==> config.mk <==
export PLATFORM = sky130hd
export DESIGN_NAME = hs_pipe_driver
export DESIGN_NICKNAME = d
export VERILOG_FILES = /design/src/rtl/hs_pipe_driver.sv
export SDC_FILE = /design/constraint.sdc
export NUM_CORES = 1
export LEC_CHECK = 0
export BUFFER_PORTS_ARGS = -buffer_cell sky130_fd_sc_hd__buf_2
export CAP_MARGIN = 10
export CORE_ASPECT_RATIO = 0.7
export CORE_MARGIN = 4
export CORE_UTILIZATION = 30
export DETAILED_ROUTE_END_ITERATION = 6
export PLACE_DENSITY_LB_ADDON = 0.05
export SLEW_MARGIN = 10
export SYNTH_ARGS = -nofsm -noshare
export SYNTH_HDL_FRONTEND = slang
export SYNTH_SLANG_ARGS = --single-unit
==> constraint.sdc <==
create_clock -name clk -period 3 [get_ports clk]
set_input_delay 0.15 -clock clk [delete_from_list [all_inputs] [get_ports clk]]
set_output_delay 0.15 -clock clk [all_outputs]
set_load 0.03 [all_outputs]
==> src/rtl/hs_pipe_driver.sv <==
// Clocked controller for a 4-phase lr/la/rr/ra pipeline. It issues a programmed number of
// tokens on the left port and retires them on the right port, with timeout and protocol checking.
module hs_pipe_driver #(
    parameter int unsigned SYNC_STAGES  = 2,
    parameter int unsigned COUNT_W      = 8,
    parameter int unsigned MAX_INFLIGHT = 4,
    parameter int unsigned TIMEOUT      = 1023
) (
    input  logic               clk,
    input  logic               rst_n,
    input  logic               start_i,
    input  logic [COUNT_W-1:0] num_instr_i,
    output logic               lr_o,
    input  logic               la_i,
    input  logic               rr_i,
    output logic               ra_o,
    output logic               busy_o,
    output logic               done_o,
    output logic               err_o,
    output logic [COUNT_W-1:0] issued_o,
    output logic [COUNT_W-1:0] retired_o
);

    localparam int unsigned TO_W = $clog2(TIMEOUT + 1);

    typedef enum logic [1:0] {T_IDLE, T_RUN, T_ERR} top_e;
    typedef enum logic [1:0] {I_IDLE, I_REQ, I_REL} iss_e;
    typedef enum logic       {R_WAIT, R_ACK}        ret_e;

    top_e               top_q;
    iss_e               iss_q;
    ret_e               ret_q;
    logic [SYNC_STAGES-1:0] la_sync_q, rr_sync_q;
    logic               la_prev_q, rr_prev_q;
    logic               lr_q, ra_q, busy_q, done_q, err_q;
    logic [COUNT_W-1:0] n_q, issued_q, retired_q;
    logic [TO_W-1:0]    idle_cnt_q;

    logic               la_s, rr_s;
    logic               la_rise, rr_rise, any_edge;
    logic               issue_fire, retire_fire;
    logic [COUNT_W-1:0] issued_d, retired_d, inflight_d;
    logic               viol, timeout_hit, run_done, can_issue;

    // Input synchronizers; only the last stage is visible to the control logic.
    always_ff @(posedge clk or negedge rst_n) begin
        if (!rst_n) begin
            la_sync_q <= '0;
            rr_sync_q <= '0;
            la_prev_q <= 1'b0;
            rr_prev_q <= 1'b0;
        end else begin
            la_sync_q <= {la_sync_q[SYNC_STAGES-2:0], la_i};
            rr_sync_q <= {rr_sync_q[SYNC_STAGES-2:0], rr_i};
            la_prev_q <= la_sync_q[SYNC_STAGES-1];
            rr_prev_q <= rr_sync_q[SYNC_STAGES-1];
        end
    end

    assign la_s = la_sync_q[SYNC_STAGES-1];
    assign rr_s = rr_sync_q[SYNC_STAGES-1];

    // Per-cycle events; in-flight count sees this cycle's issue and retire together.
    always_comb begin
        la_rise     = la_s & ~la_prev_q;
        rr_rise     = rr_s & ~rr_prev_q;
        any_edge    = (la_s ^ la_prev_q) | (rr_s ^ rr_prev_q);
        issue_fire  = (top_q == T_RUN) && (iss_q == I_REQ) && la_s;
        retire_fire = (top_q == T_RUN) && (ret_q == R_WAIT) && rr_s;
        issued_d    = issued_q + COUNT_W'(issue_fire);
        retired_d   = retired_q + COUNT_W'(retire_fire);
        inflight_d  = issued_d - retired_d;
        viol        = (la_rise && !lr_q)
                   || (rr_rise && (issued_d == retired_q))
                   || (rr_rise && (retired_q == n_q));
        timeout_hit = !any_edge && (idle_cnt_q >= TO_W'(TIMEOUT));
        run_done    = (retired_q == n_q) && (iss_q == I_IDLE) && !lr_q && !la_s && !ra_q;
        can_issue   = (issued_q < n_q) && (inflight_d < COUNT_W'(MAX_INFLIGHT));
    end

    // Top, issue and retire FSMs with their registered outputs.
    always_ff @(posedge clk or negedge rst_n) begin
        if (!rst_n) begin
            top_q      <= T_IDLE;
            iss_q      <= I_IDLE;
            ret_q      <= R_WAIT;
            lr_q       <= 1'b0;
            ra_q       <= 1'b0;
            busy_q     <= 1'b0;
            done_q     <= 1'b0;
            err_q      <= 1'b0;
            n_q        <= '0;
            issued_q   <= '0;
            retired_q  <= '0;
            idle_cnt_q <= '0;
        end else begin
            done_q <= 1'b0;
            case (top_q)
                T_IDLE, T_ERR: begin
                    if (start_i) begin
                        top_q      <= T_RUN;
                        n_q        <= num_instr_i;
                        issued_q   <= '0;
                        retired_q  <= '0;
                        err_q      <= 1'b0;
                        busy_q     <= 1'b1;
                        idle_cnt_q <= '0;
                    end
                end
                T_RUN: begin
                    if (viol || timeout_hit) begin
                        top_q  <= T_ERR;
                        err_q  <= 1'b1;
                        busy_q <= 1'b0;
                        lr_q   <= 1'b0;
                        ra_q   <= 1'b0;
                        iss_q  <= I_IDLE;
                        ret_q  <= R_WAIT;
                    end else if (run_done) begin
                        top_q  <= T_IDLE;
                        busy_q <= 1'b0;
                        done_q <= 1'b1;
                    end else begin
                        idle_cnt_q <= any_edge ? '0 : idle_cnt_q + TO_W'(1);
                        issued_q   <= issued_d;
                        retired_q  <= retired_d;
                        case (iss_q)
                            I_IDLE: if (can_issue) begin
                                lr_q  <= 1'b1;
                                iss_q <= I_REQ;
                            end
                            I_REQ: if (la_s) begin
                                lr_q  <= 1'b0;
                                iss_q <= I_REL;
                            end
                            I_REL: if (!la_s) iss_q <= I_IDLE;
                            default: iss_q <= I_IDLE;
                        endcase
                        case (ret_q)
                            R_WAIT: if (rr_s) begin
                                ra_q  <= 1'b1;
                                ret_q <= R_ACK;
                            end
                            R_ACK: if (!rr_s) begin
                                ra_q  <= 1'b0;
                                ret_q <= R_WAIT;
                            end
                            default: ret_q <= R_WAIT;
                        endcase
                    end
                end
                default: top_q <= T_IDLE;
            endcase
        end
    end

    assign lr_o      = lr_q;
    assign ra_o      = ra_q;
    assign busy_o    = busy_q;
    assign done_o    = done_q;
    assign err_o     = err_q;
    assign issued_o  = issued_q;
    assign retired_o = retired_q;

endmodule
# Yosys cells after proc, flatten, opt, wreduce, memory -nomap -nowiden
# Cells that the tools add are included.
# Widths: inputs -> output; s select.
dict set report totals {
  ff_bits 50
  in_bits 13
  output_inout_bits 21
}
dict set report op_classes {
  add_sub_neg 4
  magnitude_cmp 3
  eq_ne 17
  muxes 45
  bitwise_logic 8
  n_reduce_logical 34
}
# cell n
set op_table {}
lappend op_table {{$mux 10} 4}
lappend op_table {{$mux 8} 5}
lappend op_table {{$pmux 8 s2} 2}
lappend op_table {{$pmux 10 s2} 1}
lappend op_table {{$mux 1} 19}
lappend op_table {{$add 8x1->8} 2}
lappend op_table {{$eq 8x8->1} 2}
lappend op_table {{$mux 2} 8}
lappend op_table {{$ne 3x2->1 const B} 5}
lappend op_table {{$logic_and 1x1->1} 13}
lappend op_table {{$add 10x1->10 const B} 1}
lappend op_table {{$ge 10x10->1 const B} 1}
lappend op_table {{$reduce_and 5->1} 2}
lappend op_table {{$lt 8x3->1 const B} 1}
lappend op_table {{$lt 8x8->1} 1}
lappend op_table {{$pmux 1 s2} 4}
lappend op_table {{$reduce_and 4->1} 2}
lappend op_table {{$sub 8x8->8} 1}
lappend op_table {{$ne 2x2->1 const B} 3}
lappend op_table {{$pmux 2 s3} 1}
lappend op_table {{$reduce_and 2->1} 3}
lappend op_table {{$reduce_and 3->1} 2}
lappend op_table {{$eq 2x1->1 const B} 2}
lappend op_table {{$eq 2x2->1 const B} 2}
lappend op_table {{13 further kinds} 24}

# Logic depth before layout (Yosys ltp)
dict set report depth {
  word_depth 11
  mapped_depth 13
  mapped_depth_nobuf 12
}

# Worst setup path before layout
# OpenSTA, ideal clock, no wires.
dict set report synth_timing {
  path_kind {register to register}
  startpoint {register top_q[1]}
  endpoint {register lr_q, in the netlist lr_o}
  t_arrival_ns 2.926
  required_ns 2.863
  setup_slack_ns -0.063
  path_stages_with_launch 14
  path_buffers 1
  synth_period_minus_slack_ns 3.063
  cell_sequence {dfrtp_1 nand2b_1 clkbuf_1 nor2_1 ha_1 nand3_2 or3_1 nand2_1 ha_1 or3_1 a211oi_1 a211o_1 o2111a_1 o211ai_2}
}
dict set report synth_between {
  elab_chain_len 11
  word_cells_on_any_way 21
  classes_between {3 x add/sub; 1 x order compare; 5 x eq/ne; 1 x mux; 11 x reduce/logical}
}
# element line
set synth_lines {}
lappend synth_lines {{start, declared} 30} ;# top_e top_q;
lappend synth_lines {{start signal, assigned} 84} ;# top_q <= T_IDLE;
lappend synth_lines {{start signal, assigned} 101} ;# top_q <= T_RUN;
lappend synth_lines {{start signal, assigned} 112} ;# top_q <= T_ERR;
lappend synth_lines {{$eq 2x1->1 (*)} {68, 69, 98}}
lappend synth_lines {{branches (longest 10 deep; another with $add 8x1->8)} -}
lappend synth_lines {{end signal, assigned} 87} ;# lr_q <= 1'b0;
lappend synth_lines {{end signal, assigned} 115} ;# lr_q <= 1'b0;
lappend synth_lines {{end signal, assigned} 129} ;# lr_q <= 1'b1;
lappend synth_lines {{end, declared} 35} ;# logic lr_q, ra_q, busy_q, done_q, err_q;
# Every way passes the cells marked *.
# A chain may end at the register's enable or synchronous reset.

# Worst setup path after layout
dict set report layout_timing {
  startpoint {register iss_q[1]}
  endpoint {register issued_q[4], in the netlist issued_o[4]}
}
dict set report layout_between {
  elab_chain_len 11
  word_cells_on_any_way 20
  classes_between {1 x add/sub; 4 x eq/ne; 3 x mux; 12 x reduce/logical}
}
# element line
set layout_lines {}
lappend layout_lines {{start, declared} 31} ;# iss_e iss_q;
lappend layout_lines {{start signal, assigned} 85} ;# iss_q <= I_IDLE;
lappend layout_lines {{start signal, assigned} 117} ;# iss_q <= I_IDLE;
lappend layout_lines {{start signal, assigned} 130} ;# iss_q <= I_REQ;
lappend layout_lines {{$eq 2x1->1} 68} ;# issue_fire = (top_q == T_RUN) && (iss_q == I_REQ) && la_s;
lappend layout_lines {{$logic_and 1x1->1 (2 in series)} 68}
lappend layout_lines {{$add 8x1->8} 70} ;# issued_d = issued_q + COUNT_W'(issue_fire);
lappend layout_lines {{$eq 8x8->1} 74} ;# || (rr_rise && (issued_d == retired_q))
lappend layout_lines {{$logic_and 1x1->1} 74}
lappend layout_lines {{$logic_or 1x1->1} 74}
lappend layout_lines {{$logic_or 1x1->1} 75} ;# || (rr_rise && (retired_q == n_q));
lappend layout_lines {{$logic_or 1x1->1} 111} ;# if (viol || timeout_hit) begin
lappend layout_lines {{$ne 2x2->1 (no line)} -}
lappend layout_lines {{$reduce_and 4->1 (no line)} -}
lappend layout_lines {{end signal, assigned} 125} ;# issued_q <= issued_d;
lappend layout_lines {{end, declared} 36} ;# logic [COUNT_W-1:0] n_q, issued_q, retired_q;
# Several ways; a longest one is shown, not always the timed one. The select of a mux whose other input is x is not followed.

==> impl_metrics.env <==
export IMPL_status="finished with violations"
export IMPL_failed_checks="negative hold slack"
export IMPL_async_flop_share_pct=100
export IMPL_critPathLaunchType="flip-flop"
export IMPL_fin_total_pwr_w=0.00304
export IMPL_rows=31
export IMPL_period_needed_ns=2.88
export IMPL_skew_ns=0.00400
export IMPL_cp_slowest_stage_delay_ns=0.39
export IMPL_drc=0
export IMPL_cap_violations=0
export IMPL_antenna_found_initial=0
export IMPL_hold_ws_ns=-0.0331
export IMPL_clk_path_buf_depth=2
export IMPL_routed_wirelength_mm=9.76
export IMPL_cts_root_buffer="clkbuf_16"
export IMPL_yosysWarnings=0
export IMPL_synth_nets=387
export IMPL_initial_core_util_pct=31.6
export IMPL_p_leak_nw=2.03
export IMPL_num_antenna_cells=0
export IMPL_ys_ff_latch=50
export IMPL_clock_sinks=50
export IMPL_clk_pin_slew_ns=0.07
export IMPL_crit_path_top_delay_cell="or3_4"
export IMPL_finalSetupViolations=0
export IMPL_worstSetupPathType="flip-flop to flip-flop"
export IMPL_die_height_um=96.5
export IMPL_finalHoldViolCount=37
export IMPL_powerDensity_nw_per_um2=711
export IMPL_max_freq_mhz=347
export IMPL_postSynthCellCount=356
export IMPL_io_pins=34
export IMPL_area_delta_synth_final_pct=27.4
export IMPL_post_place_ws_ns=-0.156
export IMPL_dieArea_sq_um=13000
export IMPL_cp_top_family="simple AND/OR/NAND/NOR gates"
export IMPL_firstDrtPassIters=4
export IMPL_avgSynthCellArea_sq_um=9.42
export IMPL_rrSetupSlack_ns=0.12
export IMPL_design_core_area_sq_um=10600
export IMPL_stdcell_area_sq_um=4270
export IMPL_worstMarginPinSlew_ns=0.901
export IMPL_yosysSeqAreaShare_pct=37.3
export IMPL_slew_viol_final=0
export IMPL_final_nets=449
export IMPL_cts_tree="built"
export IMPL_track_usage_pct=15.5
export IMPL_layout_drive_gt1_share_pct=28.6
export IMPL_layout_setup_ws_ns=0.118
export IMPL_cts_htree_levels=2
export IMPL_ir_drop_uv=416
export IMPL_place_gp_congestion=0.873
export IMPL_stdcell_count=567
export IMPL_wire_per_inst_um=17.2
export IMPL_synth_area_sq_um=3350
export IMPL_vias=2743
export IMPL_cts_made_buffers=5
export IMPL_fill_cells=1092
export IMPL_place_inst=550
export IMPL_port_buffers=33
export IMPL_synthFlopType="dfrtp_1"
export IMPL_grt_overflow=0
export IMPL_vias_per_cell=4.84
export IMPL_grt_max_degree=39
export IMPL_ys_types=61
export IMPL_critPathCaptureType="flip-flop"
export IMPL_ant_nets=0
export IMPL_hpwl_mm=7.39
export IMPL_grt_pass1_vias=2675
export IMPL_fin_crit_sh_pct=96.1
export IMPL_path_buf_inv=2
export IMPL_crit_chain="nand3b_1, nor2_4, ha_4, nand3_4, buf_4, or3_4, a32oi_2, and4_4, buf_4, nor2_4, a21bo_1, a22o_1"
export IMPL_critPathArrivalTime_ns=3.07
export IMPL_insertion_delay_ns=0.30
export IMPL_worstPathRequired_ns=3.19
export IMPL_grt_pass1_wl_mm=15.3
export IMPL_place_area_sq_um=3840
export IMPL_synth_edf_count=0
export IMPL_slew_limit_headroom_pct=39.9
export IMPL_die_width_um=134
export IMPL_cp_max_fo=15
export IMPL_hold_class="input port to asynchronous set/reset pin"
export IMPL_drtIter0Drc=171
## layout by cell type, fill, tap and decap left out, drive strengths merged, types with 2 or more instances in the layout
cell         synthesis  routed
buf                 18      74
dfrtp               50      50
nand2               39      39
o21ai               24      24
inv                 19      20
nor2                19      19
ha                  18      18
xor2                17      17
xnor2               10      10
nand2b              10      10
nand3               10      10
mux2i                8       8
a22o                 8       8
and3                 8       8
a21oi                7       7
nand4                7       7
a21o                 7       7
nor2b                6       6
or3                  6       6
nor4                 5       5
clkbuf               3       5
nor3                 4       4
o2bb2ai              4       4
o22ai                4       4
a31oi                4       4
o21a                 3       3
mux2                 3       3
a21bo                3       3
o31ai                3       3
xnor3                2       2
a32o                 2       2
a31o                 2       2
o211a                2       2
dlygate4sd3          0       2
a2111oi              2       2
and2                 2       2
o211ai               2       2
## cell usage after synthesis, drive strengths merged, types with 3 or more instances
cell type | n | area (sq um)
dfrtp | 50 | 1250
nand2 | 39 | 146
o21ai | 24 | 131
inv | 19 | 71.3
nor2 | 19 | 78.8
buf | 18 | 121
ha | 18 | 225
xor2 | 17 | 149
nand2b | 10 | 62.6
nand3 | 10 | 60.1
xnor2 | 10 | 87.6
a22o | 8 | 70.1
and3 | 8 | 50.1
mux2i | 8 | 80.1
a21o | 7 | 52.6
a21oi | 7 | 35.0
nand4 | 7 | 50.1
nor2b | 6 | 37.5
or3 | 6 | 37.5
nor4 | 5 | 31.3
a31oi | 4 | 25.0
nor3 | 4 | 20.0
o22ai | 4 | 25.0
o2bb2ai | 4 | 35.0
a21bo | 3 | 30.0
clkbuf | 3 | 11.3
mux2 | 3 | 45.0
o21a | 3 | 22.5
o31ai | 3 | 22.5
## sequential cells by signal, indices dropped and copies added, names as in the netlist
name        cells
la_prev_q       1
ret_q           1
done_o          1
la_sync_q       2
retired_o       8
top_q           2
idle_cnt_q     10
busy_o          1
rr_prev_q       1
ra_o            1
rr_sync_q       2
issued_o        8
iss_q           2
err_o           1
n_q             8
lr_o            1
## kinds of logic after synthesis
| family | after synthesis | synth area share (%) |
|---|---|---|
| adders and majority gates | 19 | 7.02 |
| AOI/OAI and AO/OA | 85 | 18.4 |
| and+or+nand+nor | 122 | 19.1 |
| muxes | 11 | 3.73 |
| buffers and inverters | 40 | 6.08 |
| DFF | 50 | 37.3 |
| xor gates and xnor gates | 29 | 8.40 |
## per-layer routing
metal	track usage, %	vias up	part of all wire [%]	wire, um
met5	0	-	0	0
met2	20.0	54	38	3700
li1	-	1390	-	-
met3	3.36	7	4.2	413
met4	4.15	0	1.0	100
met1	25.0	1292	57	5540
## power by group
group          switching (W)  leakage, nW  internal [W]
clock               0.000283       0.0844      0.000399
sequential          0.000119        0.655      0.000805
combinational       0.000813         1.29      0.000620
## metrics by stage
step / utilization [%] / setup TNS [ns]
after global placement: 36.2 / -0.134
after global routing: 40.2 / -0.0925
after detailed placement: 36.2 / -0.303
after floorplan: - / 0
after CTS: 38.4 / 0
final: 40.2 / 0
## area by class of cell
type	count	area (sq um)	share of cell area [%]
multi-input cells	266	2090	48.8
clock inverters	3	47.5	1.11
inverters	19	71.3	1.67
clock buffers	5	125	2.93
repair buffers	76	505	11.8
flip-flops and latches	50	1250	29.3
well taps	148	185	4.34
## repair_timing
item	CTS	global route
buffers inserted	0	7
hold buffers	2	0
hold endpoints to repair	2	0
pin swaps	2	13
cloned	0	0
gates resized for setup	9	24
endpoints found under the setup margin	2	11
## final timing paths
kind,end,startpoint,cells after the start
setup / recovery,issued_o[4],iss_q[1],12
hold reg to reg,rr_sync_q[1],rr_sync_q[0],0
setup reg to reg,issued_o[4],iss_q[1],12
max in group asynchronous,issued_o[3],rst_n,2
min in group clk,n_q[0],num_instr_i[0],3
hold / removal,idle_cnt_q[5],rst_n,1
Power figures use the tool's default switching activity.
